`config.mk`:
```
export PLATFORM = sky130hd
export DESIGN_NAME = spr_write_sequencer
export DESIGN_NICKNAME = d
export VERILOG_FILES = /design/src/rtl/spr_pkg.sv /design/src/rtl/spr_prio_sel.sv /design/src/rtl/spr_write_sequencer.sv
export SDC_FILE = /design/constraint.sdc
export NUM_CORES = 1
export LEC_CHECK = 0
export CAP_MARGIN = 30
export CORE_UTILIZATION = 40
export CTS_CLUSTER_DIAMETER = 150
export DETAILED_ROUTE_END_ITERATION = 12
export HOLD_SLACK_MARGIN = 0.15
export PLACE_DENSITY = 0.75
export SLEW_MARGIN = 15
export SYNTH_ARGS = -nofsm -noshare
export SYNTH_HDL_FRONTEND = slang
export SYNTH_SLANG_ARGS = --single-unit
```
`constraint.sdc`:
```
create_clock -name i_clk -period 6.2 [get_ports i_clk]
set_clock_uncertainty 0.05 [all_clocks]
set_input_delay 1.24 -clock i_clk [delete_from_list [all_inputs] [get_ports i_clk]]
set_output_delay 1.24 -clock i_clk [all_outputs]
set_load 0.02 [all_outputs]
```
`src/rtl/spr_pkg.sv`:
```
// Shared constants and types for the special-register write path.
//   - Register-file indices of the special registers (ZR/SP/LR/PC/CPSR).
//   - Bit positions of N,Z,C,V inside the 4-bit flag vectors; in the CPSR
//     word the flags occupy the top nibble [DATA_W-1:DATA_W-4].
//   - Slot indices of the write sequencer; the enum order is also the
//     issue priority (lowest index wins).
package spr_pkg;

  localparam int ZR_ADDR   = 0;
  localparam int SP_ADDR   = 4;
  localparam int LR_ADDR   = 5;
  localparam int PC_ADDR   = 6;
  localparam int CPSR_ADDR = 7;

  // Positions within the {N,Z,C,V} mask/value vectors.
  localparam int FLAG_N = 3;
  localparam int FLAG_Z = 2;
  localparam int FLAG_C = 1;
  localparam int FLAG_V = 0;
  localparam int NUM_FLAGS = 4;

  localparam int NUM_SLOTS = 5;

  typedef enum logic [2:0] {
    SLOT_PC   = 3'd0,
    SLOT_CPSR = 3'd1,
    SLOT_LR   = 3'd2,
    SLOT_SP   = 3'd3,
    SLOT_GEN  = 3'd4
  } slot_e;

endpackage

```
`src/rtl/spr_prio_sel.sv`:
```
// Fixed-priority one-hot select plus address/data mux.
//   i_vld   [NUM-1:0]             slot valid bits, index 0 = highest priority
//   i_addr  [NUM-1:0][ADDR_W-1:0] per-slot target address
//   i_data  [NUM-1:0][DATA_W-1:0] per-slot write data
//   o_sel   [NUM-1:0]             one-hot grant (all zero when nothing valid)
//   o_addr  [ADDR_W-1:0]          address of granted slot, 0 when idle
//   o_data  [DATA_W-1:0]          data of granted slot, 0 when idle
module spr_prio_sel #(
  parameter int NUM    = 5,
  parameter int ADDR_W = 3,
  parameter int DATA_W = 32
) (
  input  logic [NUM-1:0]             i_vld,
  input  logic [NUM-1:0][ADDR_W-1:0] i_addr,
  input  logic [NUM-1:0][DATA_W-1:0] i_data,
  output logic [NUM-1:0]             o_sel,
  output logic [ADDR_W-1:0]          o_addr,
  output logic [DATA_W-1:0]          o_data
);

  // Isolate the lowest set bit: v & -v.
  logic [NUM-1:0] w_sel;
  assign w_sel = i_vld & (~i_vld + NUM'(1));
  assign o_sel = w_sel;

  // AND-OR mux; the one-hot grant makes this equivalent to a priority mux
  // and yields zero when no slot is valid.
  always_comb begin
    o_addr = '0;
    o_data = '0;
    for (int i = 0; i < NUM; i++) begin
      o_addr = o_addr | (i_addr[i] & {ADDR_W{w_sel[i]}});
      o_data = o_data | (i_data[i] & {DATA_W{w_sel[i]}});
    end
  end

endmodule

```
`src/rtl/spr_write_sequencer.sv`:
```
// Serialises same-cycle special-register updates onto the single write port
// of the special-register file.
//   i_clk, i_reset                 clock, synchronous active-high reset
//   o_ready                        requests accepted this cycle when high
//   i_pc_req/i_pc_data             PC update
//   i_lr_req/i_lr_data             LR update
//   i_sp_req/i_sp_data             SP update
//   i_flag_req/_mask/_val          CPSR flag update {N,Z,C,V}
//   i_cpsr_cur                     current CPSR from the register file
//   i_gen_req/_addr/_data          generic write (addr 0 = ZR, dropped)
//   o_wr_en/o_wr_addr/o_wr_data    register-file write port
//   o_pending                      slot occupancy {GEN,SP,LR,CPSR,PC}
module spr_write_sequencer
  import spr_pkg::*;
#(
  parameter int DATA_W = 32,
  parameter int ADDR_W = 3
) (
  input  logic              i_clk,
  input  logic              i_reset,
  output logic              o_ready,
  input  logic              i_pc_req,
  input  logic [DATA_W-1:0] i_pc_data,
  input  logic              i_lr_req,
  input  logic [DATA_W-1:0] i_lr_data,
  input  logic              i_sp_req,
  input  logic [DATA_W-1:0] i_sp_data,
  input  logic              i_flag_req,
  input  logic [3:0]        i_flag_mask,
  input  logic [3:0]        i_flag_val,
  input  logic [DATA_W-1:0] i_cpsr_cur,
  input  logic              i_gen_req,
  input  logic [ADDR_W-1:0] i_gen_addr,
  input  logic [DATA_W-1:0] i_gen_data,
  output logic              o_wr_en,
  output logic [ADDR_W-1:0] o_wr_addr,
  output logic [DATA_W-1:0] o_wr_data,
  output logic [4:0]        o_pending
);

  // Slot state, indexed by slot_e (index order = issue priority).
  logic [NUM_SLOTS-1:0]             r_vld;
  logic [NUM_SLOTS-1:0][DATA_W-1:0] r_data;
  logic [ADDR_W-1:0]                r_gen_addr;

  logic [NUM_SLOTS-1:0]             w_sel;
  logic [NUM_SLOTS-1:0]             w_req;
  logic [NUM_SLOTS-1:0][DATA_W-1:0] w_ld_data;
  logic [NUM_SLOTS-1:0][ADDR_W-1:0] w_slot_addr;
  logic                             w_ready;
  logic                             w_gen_hit_cpsr;
  logic [DATA_W-1:0]                w_cpsr_base;
  logic [DATA_W-1:0]                w_cpsr_new;

  // ---------------- issue ----------------
  always_comb begin
    w_slot_addr            = '0;
    w_slot_addr[SLOT_PC]   = ADDR_W'(PC_ADDR);
    w_slot_addr[SLOT_CPSR] = ADDR_W'(CPSR_ADDR);
    w_slot_addr[SLOT_LR]   = ADDR_W'(LR_ADDR);
    w_slot_addr[SLOT_SP]   = ADDR_W'(SP_ADDR);
    w_slot_addr[SLOT_GEN]  = r_gen_addr;
  end

  spr_prio_sel #(
    .NUM    (NUM_SLOTS),
    .ADDR_W (ADDR_W),
    .DATA_W (DATA_W)
  ) u_sel (
    .i_vld  (r_vld),
    .i_addr (w_slot_addr),
    .i_data (r_data),
    .o_sel  (w_sel),
    .o_addr (o_wr_addr),
    .o_data (o_wr_data)
  );

  assign o_wr_en   = |r_vld;
  assign o_pending = r_vld;

  // With at most one slot occupied, that slot is the one issuing this cycle,
  // so accepting a fresh batch can never overwrite a write still waiting.
  assign w_ready = ($countones(r_vld) <= 1);
  assign o_ready = w_ready;

  // ---------------- flag merge ----------------
  // Merge against the newest CPSR value in flight: a queued flag update
  // first, then a queued generic write to CPSR, else the file's copy.
  assign w_gen_hit_cpsr = r_vld[SLOT_GEN] && (r_gen_addr == ADDR_W'(CPSR_ADDR));

  always_comb begin
    if (r_vld[SLOT_CPSR])    w_cpsr_base = r_data[SLOT_CPSR];
    else if (w_gen_hit_cpsr) w_cpsr_base = r_data[SLOT_GEN];
    else                     w_cpsr_base = i_cpsr_cur;
  end

  always_comb begin
    w_cpsr_new = w_cpsr_base;
    for (int f = 0; f < NUM_FLAGS; f++) begin
      if (i_flag_mask[f]) w_cpsr_new[DATA_W-NUM_FLAGS+f] = i_flag_val[f];
    end
  end

  // ---------------- accept ----------------
  // A generic write to ZR is accepted (no backpressure) but never queued.
  always_comb begin
    w_req            = '0;
    w_req[SLOT_PC]   = i_pc_req;
    w_req[SLOT_CPSR] = i_flag_req;
    w_req[SLOT_LR]   = i_lr_req;
    w_req[SLOT_SP]   = i_sp_req;
    w_req[SLOT_GEN]  = i_gen_req && (i_gen_addr != ADDR_W'(ZR_ADDR));
  end

  always_comb begin
    w_ld_data            = '0;
    w_ld_data[SLOT_PC]   = i_pc_data;
    w_ld_data[SLOT_CPSR] = w_cpsr_new;
    w_ld_data[SLOT_LR]   = i_lr_data;
    w_ld_data[SLOT_SP]   = i_sp_data;
    w_ld_data[SLOT_GEN]  = i_gen_data;
  end

  // Load takes precedence over the issue-clear of the same slot.
  always_ff @(posedge i_clk) begin
    if (i_reset) begin
      r_vld      <= '0;
      r_data     <= '0;
      r_gen_addr <= '0;
    end else begin
      for (int i = 0; i < NUM_SLOTS; i++) begin
        if (w_ready && w_req[i]) begin
          r_vld[i]  <= 1'b1;
          r_data[i] <= w_ld_data[i];
        end else if (w_sel[i]) begin
          r_vld[i]  <= 1'b0;
        end
      end
      if (w_ready && w_req[SLOT_GEN]) r_gen_addr <= i_gen_addr;
    end
  end

endmodule
```
==> results of run 1 <==
[path summary, 6_finish.rpt]
path | depth (start not counted) | start | endpoint | slack [ns]
max reg2reg | 8 | o_pending[0] | r_data[46] | 2.16
min reg2reg | 2 | r_data[78] | r_data[78] | 0.42
min | 2 | r_data[78] | r_data[78] | 0.42
max | 7 | o_pending[0] | o_ready | 1.07
[cell usage after synthesis]
master and count:
buf_4 3, nand2_1 123, nor4_1 1, mux2i_1 33, nor3_4 1, a222oi_1 32
and3_1 1, nor2_1 3, o311a_1 4, a31oi_1 32, a21oi_1 99, clkbuf_1 87
a32oi_1 2, dfxtp_1 168, nor4bb_1 1, a211o_1 1, a41o_1 4, nand3_1 33
buf_1 1, a311o_1 1, and4_1 1, nand4_1 99, inv_1 9, buf_2 37
nor2b_1 3, fa_1 1, nor4b_2 1, a311oi_1 28, buf_6 3, o31ai_1 98
ha_1 3, and2_1 2, or3_1 2, and3b_1 4, mux2_2 4, o32ai_1 1
nand2b_1 72, o31ai_2 1, o21ai_0 1
[stage by stage]
stage | std cells | utilization
5_1_grt | 1411 | 0.549
3_5_place_dp | 1376 | 0.519
3_3_place_gp | 1372 | 0.515
6_report | 1411 | 0.549
4_1_cts | 1408 | 0.547
2_1_floorplan | 1000 | -
[area by class of cell]
class,count,share of cell area
multi-input cells,692,0.400
clock inverters,15,0.0126
well taps,270,0.0301
inverters,9,0.00301
clock buffers,17,0.0379
repair buffers,240,0.217
flip-flops and latches,168,0.300
[kinds of logic (layout without fill, tap and decap cells)]
| kind of cell | count (synthesis) | count (layout) |
|---|---|---|
| AO/OA/AOI/OAI | 304 | 304 |
| adder cells (fa/ha/maj) | 4 | 4 |
| AND/OR/NAND/NOR | 347 | 347 |
| buffers and inverters | 140 | 281 |
| flip-flops | 168 | 168 |
| multiplexers | 37 | 37 |
[critical path, delay by kind of cell (launching register included)]
family,cells,cell delay (ns)
AND/OR/NAND/NOR,2,0.70
adder cells (fa/ha/maj),2,0.91
buffers and inverters,3,0.85
flip-flops,1,0.89
[flip-flops by register name (all words and copies together), names as in the netlist]
register	cells
o_pending	5
r_gen_addr	3
r_data	160
[cells in the final DEF, fill, tap and decap left out, types with 3 or more instances in the layout]
cell | synthesis | layout
a21oi_1 | 99 | 99
a222oi_1 | 32 | 32
a311oi_1 | 28 | 28
a31oi_1 | 32 | 32
a41o_1 | 4 | 4
and3b_1 | 4 | 4
buf_12 | 0 | 3
buf_2 | 37 | 3
buf_4 | 3 | 12
buf_6 | 3 | 4
clkbuf_16 | 0 | 17
clkdlybuf4s50_1 | 0 | 215
clkinv_2 | 0 | 3
clkinv_4 | 0 | 3
dfxtp_1 | 168 | 167
inv_1 | 9 | 9
inv_6 | 0 | 5
mux2_2 | 4 | 4
mux2i_1 | 33 | 33
nand2_1 | 123 | 122
nand2b_1 | 72 | 71
nand3_1 | 33 | 33
nand4_1 | 99 | 99
nor2_1 | 3 | 3
o311a_1 | 4 | 4
o31ai_1 | 98 | 98
[report_power, final]
group	total (W)	internal (W)	switching (W)
clock	0.00104	0.000562	0.000481
sequential	0.00145	0.00129	0.000165
combinational	0.00153	0.000600	0.000932
[routing by layer]
layer,vias to the layer above,track usage,share of wire,wire [um]
met3,39,0.0494,0.083,2460
met5,-,0,0,0
met1,4206,0.377,0.43,12900
met2,504,0.427,0.47,13900
met4,0,0.0844,0.017,504
li1,4062,-,-,-
==> out/qor.yml, run 1 <==
run_status:
  status: "complete, no violations"
synthesis:
  synthMuxAreaShare: 0.0447
  synth_top_family_by_area: "compound AO/OA/AOI/OAI gates"
  yosysSeqAreaShare: 0.401
  ys_types: 39
  synth_compound_area_frac: 0.255
  synth.top_cells.by_area: "dfxtp_1 40%, o31ai_1 8.8%, nand4_1 7.4%, a21oi_1 5.9%, nand2_1 5.5%"
  syn_inst: 1000
  synth_top_cell_by_area: "dfxtp_1"
  synth_xor_area_frac: 0
  ys_ff_latch: 168
  synth_top_area_frac: 0.401
  synthesis.area_um2: 8390
  syn_nets: 1182
  postSynthAreaPerCell_um2: 8.39
  yosysWarnings: 0
  synth_fa_ha_area_frac: 0.00686
  yosys.area_share.simple: 0.220
cells_and_area:
  multiInputGateArea_um2: 4480
  areaGrowthSynthToFinish_pct: 33.7
  num-nets-final: 1310
  register_area_um2: 3360
  drive_above_1_share: 0.0640
  antenna_cells: 0
  nFillCells: 1892
  design_area_um2: 11200
floorplanning:
  core-area_um2: 20400
  die_x_um: 147
  die-height_um: 147
  rows: 52
  initial_core_util: 0.411
  pin_count: 220
  die_area_um2: 21600
sta:
  worst_pin_slew_ns: 0.906
  finalCritPeriodShare: 0.828
  rsz0062_at_grt: "no"
  finalCriticalPeriod_ns: 5.13
  slew_headroom: 0.396
  setup_viol_count_final: 0
  finalSetupTns_ns: 0
  drv_slew: 0
  fmax_mhz: 195
  fin_ws_ns: 1.07
  hold_violations: 0
  hold_slack_ns: 0.420
placement:
  dp_slack_ns: 1.60
  gp_congestion: 0.817
  hpwl_um: 18800
  io_buffers: 219
  placed_area_um2: 10600
route:
  firstDrtPassIters: 6
  drtIter0Drc: 1029
  wl_per_cell_um: 21.1
  drc_errors: 0
  ant_nets: 0
  viasPerCell: 6.24
  vias: 8811
  routed_wl_um: 29800
global_route:
  grt_pass1_vias: 8378
  grt_usage: 0.272
  grt_max_degree: 117
  grt_pass1_wl_um: 46300
  grt_overflow: 0
  antenna_found_initial: 0
clock_network:
  cts.reportedPaths.clkPinSlew_ns: 0.07
  numClockSinks: 168
  cts_buffers: 17
  clockBufferDepth: 2
  cts_resized: 0
  htree_levels: 4
  clkLatencyLatePin_ns: 0.42
  post-cts-setup-buffers: 0
  ctsHoldBuffers: 0
  cts_tree: "built"
  ctsRootBufferMaster: "clkbuf_16"
critical_path:
  critical_path_arrival_ns: 3.84
  critPathMaxFanout: 48
  critPathKind: "reg2out"
  required_ns: 4.91
  cp-start-kind: "flip-flop"
  slowest_stage: "dfxtp_2"
  cp-end-kind: "output pin"
  crit_path_frequent_cell: "inv_1"
  crit_path_cell_trace: "inv_1 > fa_1 > inv_1 > ha_1 > and2_4 > nor2_1 > clkdlybuf4s50_1"
  cp_slowest_stage_delay_ns: 0.89
min_path:
  hold_path_class: "reg2reg"
power_and_ir_drop:
  peakVddDrop_mv: 0.198
  p_leak_nw: 4.16
  fin_total_pwr_w: 0.00403
  power_density_nw_per_um2: 359
flow_run:
  drv_cap: 0
Note: power is estimated with default switching activity, not from simulation.
==> run 2: changes to the inputs <==
Settings changed: PLACE_DENSITY 0.75 to 0.77.
Clock period 6.2 ns to 4.7 ns, I/O delays scaled along.
==> run 2 against run 1 <==
  * First-iteration DRC count grew 12%
  * Worst hold slack better by 0.0026 ns
  * Sequential cell count unchanged
  * Setup slack lost 0.51 ns
  * Cell area grew 0.21%
  * Count of clock-buffer cells in the layout increased by 1
  * Largest power group unchanged
==> out/qor.yml, run 2 (synthesis gave the netlist of run 1 again) <==
run_status:
  status: "complete, no violations"
cells_and_area:
  num-nets-final: 1312
  drive_above_1_share: 0.0647
  final_common_cell: "clkdlybuf4s50_1"
  fin_util: 0.550
  fin_cells: 1415
  top_register: "r_data"
  nFillCells: 1915
  areaGrowthSynthToFinish_pct: 34.0
  largest_register_ffs: 160
  layout_common_cells: "215 x clkdlybuf4s50_1, 167 x dfxtp_1, 122 x nand2_1, 99 x nand4_1, 99 x a21oi_1"
global_route:
  grt_pass1_wl_um: 49300
  grt_overflow: 0
  grt_pass1_vias: 8646
  antenna_found_initial: 2
  grt_max_degree: 111
  grt_usage: 0.295
critical_path:
  critical_path_arrival_ns: 3.16
  rr_startpoint: "o_pending[1]"
  critPathMaxFanout: 33
  cp-endpoint: "o_wr_data[3]"
  regToRegSetupSlack_ns: 1.09
  cp-start-kind: "flip-flop"
  critPathKind: "reg2out"
  crit_path_start: "o_pending[1]"
  cp-end-kind: "output pin"
  r2r_end: "r_data[43]"
  required_ns: 3.71
  r2r_cells: 8
clock_network:
  clockBufferDepth: 2
  numClockSinks: 168
  cts_resized: 0
  htree_levels: 4
  ctsRootBufferMaster: "clkbuf_16"
  cts_buffers: 17
  cts.reportedPaths.clkPinSlew_ns: 0.07
  cts_tree: "built"
  post-cts-setup-buffers: 0
  ctsHoldBuffers: 0
  clkLatencyLatePin_ns: 0.43
placement:
  gp_congestion: 0.937
  hpwl_um: 19800
  placed_cells: 1381
  io_buffers: 219
power_and_ir_drop:
  netSwitchingFraction: 0.393
  p_int_w: 0.00330
  p_leak_nw: 4.16
  seqPwrFrac: 0.349
  power.switching_w: 0.00214
  peakVddDrop_mv: 0.315
  fin_total_pwr_w: 0.00543
  combPwrFrac: 0.386
  power_density_nw_per_um2: 483
  p_clk_frac: 0.265
route:
  routed_wl_um: 32100
  firstDrtPassIters: 9
  drtIter0Drc: 1148
  wl_per_cell_um: 22.7
  viasPerCell: 6.34
  vias: 8970
  ant_nets: 0
  drc_errors: 0
sta:
  slew_headroom: 0.368
  hold_slack_ns: 0.423
  finalSetupTns_ns: 0
  hold_violations: 0
  drv_slew: 0
  setup_viol_count_final: 0
  rsz0062_at_grt: "no"
  fmax_mhz: 241
  finalCritPeriodShare: 0.882
  worst_pin_slew_ns: 0.948
  finalCriticalPeriod_ns: 4.15
min_path:
  hold_path_class: "reg2reg"
  hp-start: "r_data[100]"
floorplanning:
  initial_core_util: 0.411
  die-height_um: 147
  core-area_um2: 20400
  rows: 52
  die_area_um2: 21600
  die_x_um: 147
  pin_count: 220
flow_run:
  drv_cap: 0
==> run 2: cell count changes in the layout (fill, tap and decap cells not counted) <==
cell / before / now
buf_4: 12 / 18
buf_6: 4 / 1
clkinv_2: 3 / 1
clkinv_4: 3 / 1
diode_2: 0 / 2
buf_8: 1 / 0
bufinv_16: 1 / 2
clkbuf_1: 0 / 1
clkinvlp_4: 2 / 3
inv_6: 5 / 6
==> run 2: worst min-delay path by stage <==
stage / slack [ns] / cells past startpoint / endpoint
finish: 0.42 / 2 / r_data[100]
global route: 0.44 / 2 / r_data[105]
CTS: 0.42 / 2 / r_data[126]
detailed placement: 0.41 / 2 / r_data[105]
global placement: 0.41 / 2 / r_data[111]
floorplan: 0.40 / 2 / r_data[87]
==> run 2: cell type report <==
cell class	instances	area, um^2	area share
Multi-Input combinational cell	692	4480	0.399
Clock buffer	18	429	0.0382
Timing Repair Buffer	242	2430	0.216
Inverter	9	33.8	0.00301
Clock inverter	14	160	0.0142
Sequential cell	168	3360	0.299
Antenna cell	2	5.00	0.000445
Tap cell	270	338	0.0301
==> run 2: power groups by stage <==
stage               logic, W  registers [W]  clock network (W)
CTS                  0.00206        0.00189            0.00145
floorplan            0.00130        0.00185                  0
detailed placement   0.00205        0.00191                  0
finish               0.00210        0.00190            0.00144
global route         0.00223        0.00192            0.00152
global placement     0.00199        0.00191                  0
==> run 2: routing by layer <==
layer | share of wire | GRT usage | routed length (um)
met5 | 0 | 0 | 0
met4 | 0.031 | 0.116 | 990
met3 | 0.094 | 0.0615 | 3000
met2 | 0.45 | 0.454 | 14600
met1 | 0.42 | 0.402 | 13600
==> run 2: worst max-delay path, cell delays in order (launching register included) <==
cell and delay, ns:
dfxtp_1 0.61, inv_1 0.16, ha_1 0.27, and2_2 0.51
a222oi_1 0.49, nand3_1 0.13, clkdlybuf4s50_1 0.56
==> run 2: metrics by stage <==
step,cell area [um^2],setup WS [ns]
2_1_floorplan,8390,0.908
3_3_place_gp,10600,1.07
3_5_place_dp,10600,1.05
4_1_cts,11200,0.581
5_1_grt,11200,0.381
6_report,11200,0.554
==> run 3: changes to the inputs <==
Settings changed: SKIP_CTS_REPAIR_TIMING set to 1.
==> results of run 3 <==
Same layout as run 2: the final DEF is identical, and so are final timing and power.
